## src/rtl/traffic_controller.sv

```systemverilog
// traffic_controller: main/side intersection phase sequencer with tick-driven interval timer.
// Optional pedestrian walk phase is built only when TRAFFIC_WALK_EN is defined.
module traffic_controller #(
   parameter int T_BASE = 6,
   parameter int T_EXT  = 3,
   parameter int T_YEL  = 2
) (
   input  logic       clock,
   input  logic       reset,
   input  logic       tick,
   input  logic       sensor_sync,
   input  logic       wr_sync,
   input  logic       prog_sync,
   output logic [2:0] main_lights,
   output logic [2:0] side_lights,
   output logic       walk_lamp,
   output logic [2:0] state_o
);

   localparam logic [2:0] MAIN_GRN = 3'd0;
   localparam logic [2:0] MAIN_EXT = 3'd1;
   localparam logic [2:0] MAIN_YEL = 3'd2;
   localparam logic [2:0] WALK     = 3'd3;
   localparam logic [2:0] SIDE_GRN = 3'd4;
   localparam logic [2:0] SIDE_EXT = 3'd5;
   localparam logic [2:0] SIDE_YEL = 3'd6;

   localparam logic [7:0] LD_BASE = 8'(T_BASE - 1);
   localparam logic [7:0] LD_EXT  = 8'(T_EXT - 1);
   localparam logic [7:0] LD_YEL  = 8'(T_YEL - 1);

   localparam logic [2:0] RED = 3'b100;
   localparam logic [2:0] YEL = 3'b010;
   localparam logic [2:0] GRN = 3'b001;

   logic [2:0] state, nxt_state;
   logic [7:0] timer, nxt_timer;
   logic       expire;
   logic       state_ok;

`ifdef TRAFFIC_WALK_EN
   logic walk_pending;
`else
   logic unused_wr;
   assign unused_wr = wr_sync;
`endif

   function automatic logic [7:0] load_val(input logic [2:0] s);
      case (s)
         MAIN_GRN, SIDE_GRN: load_val = LD_BASE;
         MAIN_YEL, SIDE_YEL: load_val = LD_YEL;
         default:            load_val = LD_EXT;
      endcase
   endfunction

   assign expire = tick && (timer == 8'd0);

`ifdef TRAFFIC_WALK_EN
   assign state_ok = (state != 3'd7);
`else
   assign state_ok = (state != 3'd7) && (state != WALK);
`endif

   always_comb begin
      nxt_state = state;
      nxt_timer = timer;
      if (!state_ok) begin
         nxt_state = MAIN_GRN;
      end else if (expire) begin
         case (state)
            MAIN_GRN: nxt_state = sensor_sync ? MAIN_EXT : MAIN_YEL;
            MAIN_EXT: nxt_state = MAIN_YEL;
`ifdef TRAFFIC_WALK_EN
            MAIN_YEL: nxt_state = walk_pending ? WALK : SIDE_GRN;
            WALK:     nxt_state = SIDE_GRN;
`else
            MAIN_YEL: nxt_state = SIDE_GRN;
`endif
            SIDE_GRN: nxt_state = sensor_sync ? SIDE_EXT : SIDE_YEL;
            SIDE_EXT: nxt_state = SIDE_YEL;
            default:  nxt_state = MAIN_GRN;
         endcase
      end
      // Every expiry leaves the state, so a state change is exactly an entry.
      if (nxt_state != state)
         nxt_timer = load_val(nxt_state);
      else if (tick)
         nxt_timer = timer - 8'd1;
   end

   always_ff @(posedge clock) begin
      if (reset || prog_sync) begin
         state <= MAIN_GRN;
         timer <= LD_BASE;
      end else begin
         state <= nxt_state;
         timer <= nxt_timer;
      end
   end

`ifdef TRAFFIC_WALK_EN
   // Clearing on the entry transition beats a request arriving in the same cycle.
   always_ff @(posedge clock) begin
      if (reset || prog_sync)
         walk_pending <= 1'b0;
      else if (nxt_state == WALK && state != WALK)
         walk_pending <= 1'b0;
      else if (wr_sync)
         walk_pending <= 1'b1;
   end
`endif

   always_comb begin
      main_lights = RED;
      side_lights = RED;
      case (state)
         MAIN_GRN, MAIN_EXT: main_lights = GRN;
         MAIN_YEL:           main_lights = YEL;
         SIDE_GRN, SIDE_EXT: side_lights = GRN;
         SIDE_YEL:           side_lights = YEL;
         default: begin
            main_lights = RED;
            side_lights = RED;
         end
      endcase
   end

`ifdef TRAFFIC_WALK_EN
   assign walk_lamp = (state == WALK);
`else
   assign walk_lamp = 1'b0;
`endif

   assign state_o = state;

endmodule

```

## config.mk

```make
export PLATFORM = sky130hd
export DESIGN_NAME = traffic_controller
export DESIGN_NICKNAME = d
export VERILOG_FILES = /design/src/rtl/traffic_controller.sv
export SDC_FILE = /design/constraint.sdc
export NUM_CORES = 1
export LEC_CHECK = 0
export BUFFER_PORTS_ARGS = -buffer_cell sky130_fd_sc_hd__buf_2
export CORE_AREA = 3 3 40 42
export CTS_CLUSTER_SIZE = 30
export DETAILED_ROUTE_END_ITERATION = 8
export DIE_AREA = 0 0 43 45
export GPL_TIMING_DRIVEN = 0
export PLACE_DENSITY = 0.82
export RECOVER_POWER = 50
export SKIP_CTS_REPAIR_TIMING = 1
export SLEW_MARGIN = 20
export SYNTH_ARGS = -nofsm -noshare
export SYNTH_HDL_FRONTEND = slang
export SYNTH_SLANG_ARGS = --single-unit
```

## constraint.sdc

```tcl
create_clock -name clock -period 4.3 [get_ports clock]
set_clock_uncertainty 0.15 [all_clocks]
set_input_delay 0.86 -clock clock [delete_from_list [all_inputs] [get_ports clock]]
set_output_delay 0.86 -clock clock [all_outputs]
set_load 0.01 [all_outputs]
```

**Word-level counts from Yosys, hierarchy flattened**

Index checks and enable logic that the tools add are counted.
Widths: inputs -> output; s select.

- Input port bits: 6
- Register bits: 11
- Output and inout bits: 10
- Logic and storage cells: 35

- Multiplexer cells: 10
- Add/subtract/negate cells: 1
- Eq/ne operators: 11
- Reductions and logical operators: 11

Operator list:

| kind | number |
|---|---|
| $pmux 3 s2 | 3 |
| $mux 8 | 2 |
| $eq 3x3->1 const B | 5 |
| $pmux 3 s5 | 1 |
| $logic_not 8->1 | 1 |
| $reduce_or 2->1 | 4 |
| $sub 8x1->8 const B | 1 |
| $eq 3x2->1 const B | 2 |
| $logic_not 3->1 | 2 |
| $mux 3 | 2 |
| $mux 2 | 2 |
| $eq 3x1->1 const B | 1 |
| $ne 3x2->1 const B | 1 |
| $ne 3x3->1 | 1 |
| $ne 3x3->1 const B | 1 |
| $logic_and 1x1->1 | 2 |
| $reduce_bool 2->1 | 1 |
| $logic_or 1x1->1 | 1 |

**Logic depth before layout (Yosys ltp)**

Gate-level depths: netlist of the first run.

- Depth in word-level cells: 8
- Mapped depth: 6
- Mapped depth without buffers: 5

**Worst setup path after synthesis of the first run**

No wires, ideal clock.

- Path type: register to output
- Start: register state[1] (netlist: state_o[1])
- End: output main_lights[1]
- Arrival: 1047 ps
- Data required time: 3290 ps
- Cell stages (with the launch flop): 3
- Setup slack: 2243 ps
- Cells stage by stage: dfxtp_1 -> clkbuf_1 -> nor3b_1

- Longest elaborated chain between the ends: 3
- Elaborated cells between the ends (all ways): 5
- Classes of those cells: 2 x eq/ne; 1 x mux; 2 x reduce/logical

RTL lines:

| element | RTL line | source |
|---|---|---|
| start: declaration | 36 | `logic [2:0] state, nxt_state;` |
| start signal: assignment | 96 | `state <= nxt_state;` |
| $eq 3x1->1 or $logic_not 3->1 (tied branches) | 116 | `case (state)` |
| $reduce_or 2->1 | 116 |  |
| $pmux 3 s2 (*) | 116 |  |
| end: declaration | 14 | `output logic [2:0] main_lights,` |

Mark *: on every way between the ends. The rest lies on a longest branch, timed or not.

**Worst setup path in the final report of the first run**

- Start: register state[1] (netlist: state_o[1])
- End: output main_lights[2]

Same word-level chain as after synthesis.

==> flow_summary.yaml, run 1 <==
status:
  status: "complete, no violations"
final_layout:
  antenna_cells: 0
  nNetsFinal: 100
  final_layout_size_suffix_gt1_share_pct: 18.7
  area_growth_pct: 13.8
  layout_common_cells: "13 x buf_2, 11 x dfxtp_1, 10 x nor2_1, 6 x nand2_1"
  postLayoutCoreUtil_pct: 56.2
  final_common_cell: "buf_2"
sta:
  slew_violations: 0
  setup_ws_ns: 1.83
  finalSetupViolations: 0
  hold_viol: 0
  period_share_pct: 57.5
  setup_tns_ns: 0
  period_minus_slack_ns: 2.47
  rsz0062_at_grt: "no"
  max_freq_mhz: 404
synth:
  ys_seq_area_share_pct: 34.7
  syn_nets: 82
  async_flop_share_pct: 0
  ys_seq_elements: 11
  syn_area_um2: 634
  synth-main-ff-cell: "dfxtp_1"
  yosysWarnings: 0
  synth_edf_count: 0
  ys_types: 34
  syn_avg_cell_area_um2: 8.57
  syn_inst: 74
clocking:
  cts_tree: "built"
  root_buffer: "clkbuf_4"
  cts.clk_slew.worst_paths_ns: 0.08
  numCtsBuffers: 3
  cts_sinks: 11
  cts-htree-levels: 1
  clk_latency_ns: 0.27
  cts_buffer_depth: 2
setup_path:
  startpoint: "state_o[1]"
  crit_type: "flop to output port"
  crit_family: "buffers and inverters"
  cpMaxStageDelayCell: "dfxtp_1"
  crit_chain: "clkbuf_1, nand2_1, nand2b_1, buf_2"
  crit_cells: 4
  endpoint_kind: "output port"
  critPathLaunchType: "flop"
  cp_num_buf_inv: 2
  cp.required_ns: 3.29
  r2r_cells: 5
  slowest_delay_ns: 0.45
  arrival_ns: 1.46
  reg2reg_from: "timer[3]"
  critPathMaxFanout: 10
route:
  vias_per_cell: 5.65
  first_pass_iters: 4
  drc: 0
  final_antenna_net_count: 0
  drtIter0Drc: 18
  vias: 599
  wl_per_cell_um: 13.4
  routed_wl_mm: 1.42
worst_hold_path:
  hold_path.class: "flop to flop"
  min_path_cells: 2
  holdCritStartpoint: "timer[7]"
pwr:
  seq_power_share_pct: 54.9
  p_leak_nw: 0.302
  p_clk_share_pct: 37.8
  p_sw_share_pct: 23.5
  switchingPower_w: 0.0000443
  power_density_nw_per_um2: 261
  intPower_w: 0.000144
  ir_worst_vdd_mv: 0.185
  pwr-share-comb_pct: 7.2
flow_run:
  cap_violations: 0
global_route:
  grtUsageMet3_pct: 4.78
  use_met2_pct: 30.5
  use_met1_pct: 16.9
  overflow: 0
  antenna_found_initial: 0
  busiest_layer: "met2"
  grt_pass1_vias: 570
  grt_pass1_wl_mm: 2.35
  grt_usage_pct: 16.2
  grt_max_degree: 11
placed_design:
  dp_worst_setup_slack_ns: 2.13
  dp_hpwl_mm: 1.03
  numPortBuffers: 13
  gp_congestion: 0.769
floorplanning:
  die-area_um2: 1940
  ios: 16
  core_area_um2: 1280
  dieHeight_um: 45
  start_util_pct: 49.4
  die_w_um: 43
  rows: 13
==> cells by family (layout without fill, tap and decap cells) <==
group | Yosys count | in the layout | share of synthesized area [%]
buf+inv | 6 | 23 | 5.52
fa+ha+maj | 2 | 2 | 3.94
simple gates | 35 | 35 | 30.2
other cells | 1 | 1 | 0.591
flops | 11 | 11 | 34.7
compound gates | 12 | 12 | 15.0
mux | 2 | 2 | 3.16
xor+xnor | 5 | 5 | 6.90
==> synthesized netlist by cell type (2+ instances only) <==
cell,n,area (µm²)
dfxtp_1,11,220
nor2_1,10,37.5
nand2_1,6,22.5
xor2_1,4,35.0
nand3_1,3,15.0
a21o_1,2,15.0
a21oi_1,2,10.0
a221o_1,2,20.0
ha_1,2,25.0
inv_1,2,7.51
mux2i_1,2,20.0
nand4_1,2,12.5
nor2b_1,2,12.5
nor3_1,2,10.0
nor3b_1,2,15.0
o21ai_0,2,10.0
==> metrics by stage <==
step | instance area [µm²] | power [W] | cells | hold WS (ns)
finish | 722 | 0.000189 | 106 | 0.373
global route | 722 | 0.000195 | 106 | 0.399
CTS | 744 | 0.000190 | 106 | 0.378
detailed placement | 718 | 0.000120 | 102 | 0.361
global placement | 718 | 0.000119 | 102 | 0.348
floorplan | 634 | 0.000114 | 74 | 0.330
==> power groups by stage <==
stage	Combinational [W]	Sequential [W]	Clock, W
floorplan	0.00000852	0.000106	0
global placement	0.0000130	0.000106	0
detailed placement	0.0000136	0.000106	0
CTS	0.0000139	0.000104	0.0000724
global route	0.0000152	0.000104	0.0000761
finish	0.0000136	0.000104	0.0000713
==> tightest hold or removal path, cell delays in order (launching register included) <==
cell and delay (ns):
dfxtp_1 0.35, xor2_1 0.07, nor2_1 0.07
==> state kept, by name (all words and copies together) (netlist names) <==
register	flops
timer	8
state_o	3
==> worst paths after layout <==
check                                 endpoint  slack (ns)
worst min-delay path                  timer[7]        0.37
worst max register to register      state_o[2]        2.20
worst min register to register        timer[7]        0.37
worst max-delay path            main_lights[2]        1.83
==> metal layers <==
layer / routed length (µm) / vias up
li1: - / 297
met1: 616 / 280
met2: 705 / 20
met3: 82 / 2
met4: 14 / 0
met5: 0 / -
==> layout make-up <==
| class | count | area, µm² |
|---|---|---|
| fillers | 135 | 563 |
| multi-input cells | 57 | 365 |
| flip-flops and latches | 11 | 220 |
| repair buffers | 13 | 63.8 |
| clock buffers | 4 | 26.3 |
| plain buffers | 4 | 20.0 |
| well taps | 15 | 18.8 |
| inverters | 2 | 7.51 |
(Power assumes the default switching activity.)
==> inputs of run 2 (changes only) <==
- CORE_AREA: 3 3 40 42 -> unset
- CORE_MARGIN: unset -> 3
- CORE_UTILIZATION: unset -> 45
- DIE_AREA: 0 0 43 45 -> unset
- PLACE_DENSITY: 0.82 -> 0.81
- clock period: 4.3 -> 2.01 ns (I/O delays scaled with it)
==> run 2 against run 1 <==
Net effect:
- global-route usage fell by 1.1 points
- non-clock buffer count did not move
- utilization rose by 4.3 points
- sequential power rose by 110%
- count of clock-buffer cells in the layout did not move
- total power rose by 110%
- critical endpoint is now main_lights[1]
- largest cell class unchanged
- largest power group unchanged
==> flow_summary.yaml, run 2 (same netlist as run 1, synthesis figures left out) <==
status:
  status: "complete, no violations"
route:
  wl_met3_um: 80
  first_pass_iters: 4
  drtIter0Drc: 9
  vias_per_cell: 5.49
  vias: 576
  drc: 0
  wl_met2_um: 581
  met1Wirelength_um: 617
  routed_wl_mm: 1.29
  highest_layer: "met4"
  final_antenna_net_count: 0
  wl_per_cell_um: 12.3
floorplanning:
  rows: 12
  die_w_um: 43.5
  dieHeight_um: 43.5
  ios: 16
  core_area_um2: 1220
  start_util_pct: 52.2
  die-area_um2: 1900
clocking:
  cts.clk_slew.worst_paths_ns: 0.07
  clk_latency_ns: 0.27
  cts-htree-levels: 1
  numCtsBuffers: 3
  cts_sinks: 11
  cts_buffer_depth: 2
  cts_tree: "built"
  root_buffer: "clkbuf_4"
setup_path:
  critPathMaxFanout: 10
  cpMaxStageDelayCell: "dfxtp_1"
  cp_num_buf_inv: 2
  crit_family: "flip-flops"
  endpoint_kind: "output port"
  arrival_ns: 1.33
  crit_chain: "clkbuf_2, nor3b_1, buf_2"
  slowest_delay_ns: 0.46
  critPathLaunchType: "flop"
  crit_type: "flop to output port"
  cp.required_ns: 1.46
flow_run:
  cap_violations: 0
final_layout:
  nNetsFinal: 100
  antenna_cells: 0
  area_growth_pct: 16.0
  num-fill-cells: 111
  final_cells: 105
  final_layout_size_suffix_gt1_share_pct: 20.9
  layout_common_cells: "12 x buf_2, 11 x dfxtp_1, 10 x nor2_1, 6 x nand2_1, 4 x xor2_1"
  final_common_cell: "buf_2"
  multi_input_area_um2: 373
  finish.instance_area_um2: 736
  layout.area.seq_um2: 220
  max_flop_register: "timer"
  largest_reg_flops: 8
pwr:
  p_clk_share_pct: 37.2
  intPower_w: 0.000309
  totalPowerFinal_w: 0.000399
  switchingPower_w: 0.0000900
  power_density_nw_per_um2: 542
  seq_power_share_pct: 55.5
  p_leak_nw: 0.310
  pwr-share-comb_pct: 7.3
  p_sw_share_pct: 22.5
  ir_worst_vdd_mv: 0.361
placed_design:
  dp_worst_setup_slack_ns: 0.296
  dp_hpwl_um: 993
  post-place-cells: 101
  numPortBuffers: 13
  gp_congestion: 0.762
  dpl_cell_area_um2: 717
worst_hold_path:
  hold_path.class: "input port to flop"
sta:
  finalSetupViolations: 0
  setup_tns_ns: 0
  setup_ws_ns: 0.131
  period_minus_slack_ns: 1.88
  slew_violations: 0
  max_freq_mhz: 532
  hold_viol: 0
  rsz0062_at_grt: "no"
  period_share_pct: 93.5
global_route:
  overflow: 0
  antenna_found_initial: 0
  grt_pass1_wl_mm: 2.14
  grt_usage_pct: 15.2
  grt_max_degree: 11
  grt_pass1_vias: 502
[run 2: cell types whose count changed in the layout (fill, tap and decap cells not counted)]
cell,previous run,this run
buf_6,0,1
o41ai_2,0,1
buf_2,13,12
o41ai_1,1,0
clkbuf_1,4,3
clkbuf_2,0,1
[run 2: per-stage QoR]
stage	hold WS (ns)	util, %
2_1_floorplan	0.329	-
3_3_place_gp	0.352	59.0
3_5_place_dp	0.363	59.0
4_1_cts	0.175	61.1
5_1_grt	0.164	60.5
6_report	0.178	60.5
[run 2: path summary, 6_finish.rpt]
path,start,to,slack [ns],depth (start not counted)
worst max-delay path,state_o[1],main_lights[1],0.13,3
worst min-delay path,reset,state_o[0],0.18,2
worst max register to register,timer[3],state_o[2],0.24,5
worst min register to register,timer[7],timer[7],0.38,2
[run 2: power groups by stage]
stage          clock, W  combinational, W  sequential [W]
2_1_floorplan         0         0.0000182        0.000226
3_3_place_gp          0         0.0000279        0.000227
3_5_place_dp          0         0.0000291        0.000227
4_1_cts        0.000154         0.0000292        0.000222
5_1_grt        0.000169         0.0000326        0.000222
6_report       0.000148         0.0000290        0.000222
[run 2: per-layer routing]
metal / vias up / track usage [%]
met5: - / 0
met4: 0 / 3.61
met3: 2 / 7.47
met2: 13 / 25.0
met1: 265 / 17.5
li1: 296 / -
[run 2: layout make-up]
class,count,share of cell area [%]
Tap cell,14,2.38
Clock buffer,4,3.57
Sequential cell,11,29.9
Inverter,2,1.02
Timing Repair Buffer,13,8.50
Multi-Input combinational cell,57,50.7
Buffer,4,3.91
==> inputs of run 3 (changes only) <==
- CELL_PAD_IN_SITES_DETAIL_PLACEMENT: unset -> 1
- CELL_PAD_IN_SITES_GLOBAL_PLACEMENT: unset -> 2
- CORE_UTILIZATION: 45 -> 26
- PLACE_DENSITY: 0.81 -> 0.8
- SLEW_MARGIN: 20 -> 30
==> run 3 against run 2 <==
Net effect:
- total power increased by 1.7%
- worst setup slack improved by 0.0021 ns
- first-iteration DRC count up 33%
- sequential share of layout area down 0.65 points
- highest routed layer unchanged
- combinational power grew 2%
- sequential power about the same
==> flow_summary.yaml, run 3 (same netlist as run 1, synthesis figures left out) <==
status:
  status: "complete, no violations"
placed_design:
  post-place-cells: 115
  numPortBuffers: 13
  gp_congestion: 0.672
  dp_hpwl_mm: 1.13
clocking:
  cts_tree: "built"
  cts-htree-levels: 1
  cts_sinks: 11
  cts.clk_slew.worst_paths_ns: 0.07
  numCtsBuffers: 3
  root_buffer: "clkbuf_4"
  clk_latency_ns: 0.27
  cts_buffer_depth: 2
global_route:
  grt_usage_pct: 11.2
  grt_pass1_wl_mm: 2.73
  overflow: 0
  grt_pass1_vias: 614
  grt_max_degree: 11
  antenna_found_initial: 0
floorplanning:
  die_w_um: 55.4
  rows: 17
  ios: 16
  start_util_pct: 28.1
  dieHeight_um: 55.4
  core_area_um2: 2250
  die-area_um2: 3070
setup_path:
  cp.required_ns: 1.46
  startpoint: "state_o[1]"
  arrival_ns: 1.32
  slowest_delay_ns: 0.43
  cpMaxStageDelayCell: "dfxtp_1"
  critPathMaxFanout: 10
  crit_chain: "clkbuf_2, nor3b_1, buf_2"
  crit_type: "flop to output port"
  reg2reg_from: "timer[3]"
  critPathLaunchType: "flop"
  endpoint_kind: "output port"
final_layout:
  final_cells: 119
  layout_common_cells: "11 x buf_2, 11 x dfxtp_1, 10 x nor2_1, 6 x nand2_1"
  nNetsFinal: 100
  max_flop_register: "timer"
  antenna_cells: 0
  final_layout_size_suffix_gt1_share_pct: 19.8
  largest_reg_flops: 8
  num-fill-cells: 300
  area_growth_pct: 18.5
route:
  routed_wl_mm: 1.45
  drc: 0
  wl_per_cell_um: 12.2
  first_pass_iters: 2
  vias: 580
  vias_per_cell: 4.87
  final_antenna_net_count: 0
  drtIter0Drc: 12
worst_hold_path:
  holdCritStartpoint: "prog_sync"
  hold_path.class: "input port to flop"
pwr:
  totalPowerFinal_w: 0.000406
  power_density_nw_per_um2: 539
  ir_worst_vdd_mv: 0.187
  p_leak_nw: 0.306
sta:
  rsz0062_at_grt: "no"
  period_share_pct: 93.4
  worst_pin_slew_ns: 0.512
  max_freq_mhz: 533
  finalSetupViolations: 0
  hold_viol: 0
  slew_violations: 0
  period_minus_slack_ns: 1.88
  worst_slew_margin_rel_pct: 65.6
flow_run:
  cap_violations: 0
## run 3: cell count changes in the layout (fill, tap and decap cells not counted), sizes merged
cell / previous run / this run
clkbuf: 7 / 8
buf: 14 / 13
## run 3: worst max-delay path: cells and delay by family, from the launching register on
| kind | cells | cell delay (ns) |
|---|---|---|
| AND/OR/NAND/NOR | 1 | 0.21 |
| buffers and inverters | 2 | 0.41 |
| flip-flops | 1 | 0.43 |
## run 3: where the power goes
part,leakage (nW),internal [W],switching [W]
sequential,0.0889,0.000220,0.00000147
combinational,0.202,0.0000120,0.0000175
clock,0.0150,0.0000769,0.0000778
## run 3: per-stage QoR
| step | hold WS, ns | util, % | setup TNS [ns] | instance area (µm²) | setup slack, ns |
|---|---|---|---|---|---|
| global placement | 0.349 | 32.6 | 0 | 734 | 0.318 |
| CTS | 0.173 | 33.7 | -0.0345 | 761 | -0.0244 |
| global route | 0.176 | 33.4 | 0 | 752 | 0.00995 |
| finish | 0.183 | 33.4 | 0 | 752 | 0.133 |
| detailed placement | 0.367 | 32.6 | 0 | 734 | 0.290 |
| floorplan | 0.329 | - | 0 | 634 | 0.411 |
## run 3: path summary, 6_finish.rpt
| check | slack, ns | to | cells past startpoint |
|---|---|---|---|
| worst max-delay path | 0.13 | main_lights[1] | 3 |
| worst min-delay path | 0.18 | state_o[0] | 2 |
| worst max register to register | 0.18 | state_o[2] | 5 |
| worst min register to register | 0.38 | timer[7] | 2 |
## run 3: layer usage
layer  track usage, %  wire (µm)  share of wire [%]  vias to the layer above
met5                0          0                  0                        -
met4             7.29         44                3.0                        0
met3             3.27         45                3.1                        5
met2             17.6        672                 46                       10
met1             13.2        687                 47                      271
li1                 -          -                  -                      294
## run 3: area by class of cell
type                    count  area, µm²  share of cell area (%)
clock buffers               4       26.3                    3.49
flip-flops and latches     11        220                    29.3
inverters                   2       7.51                   0.998
well taps                  28       35.0                    4.66
multi-input cells          57        373                    49.6
plain buffers               4       28.8                    3.83
repair buffers             13       61.3                    8.15
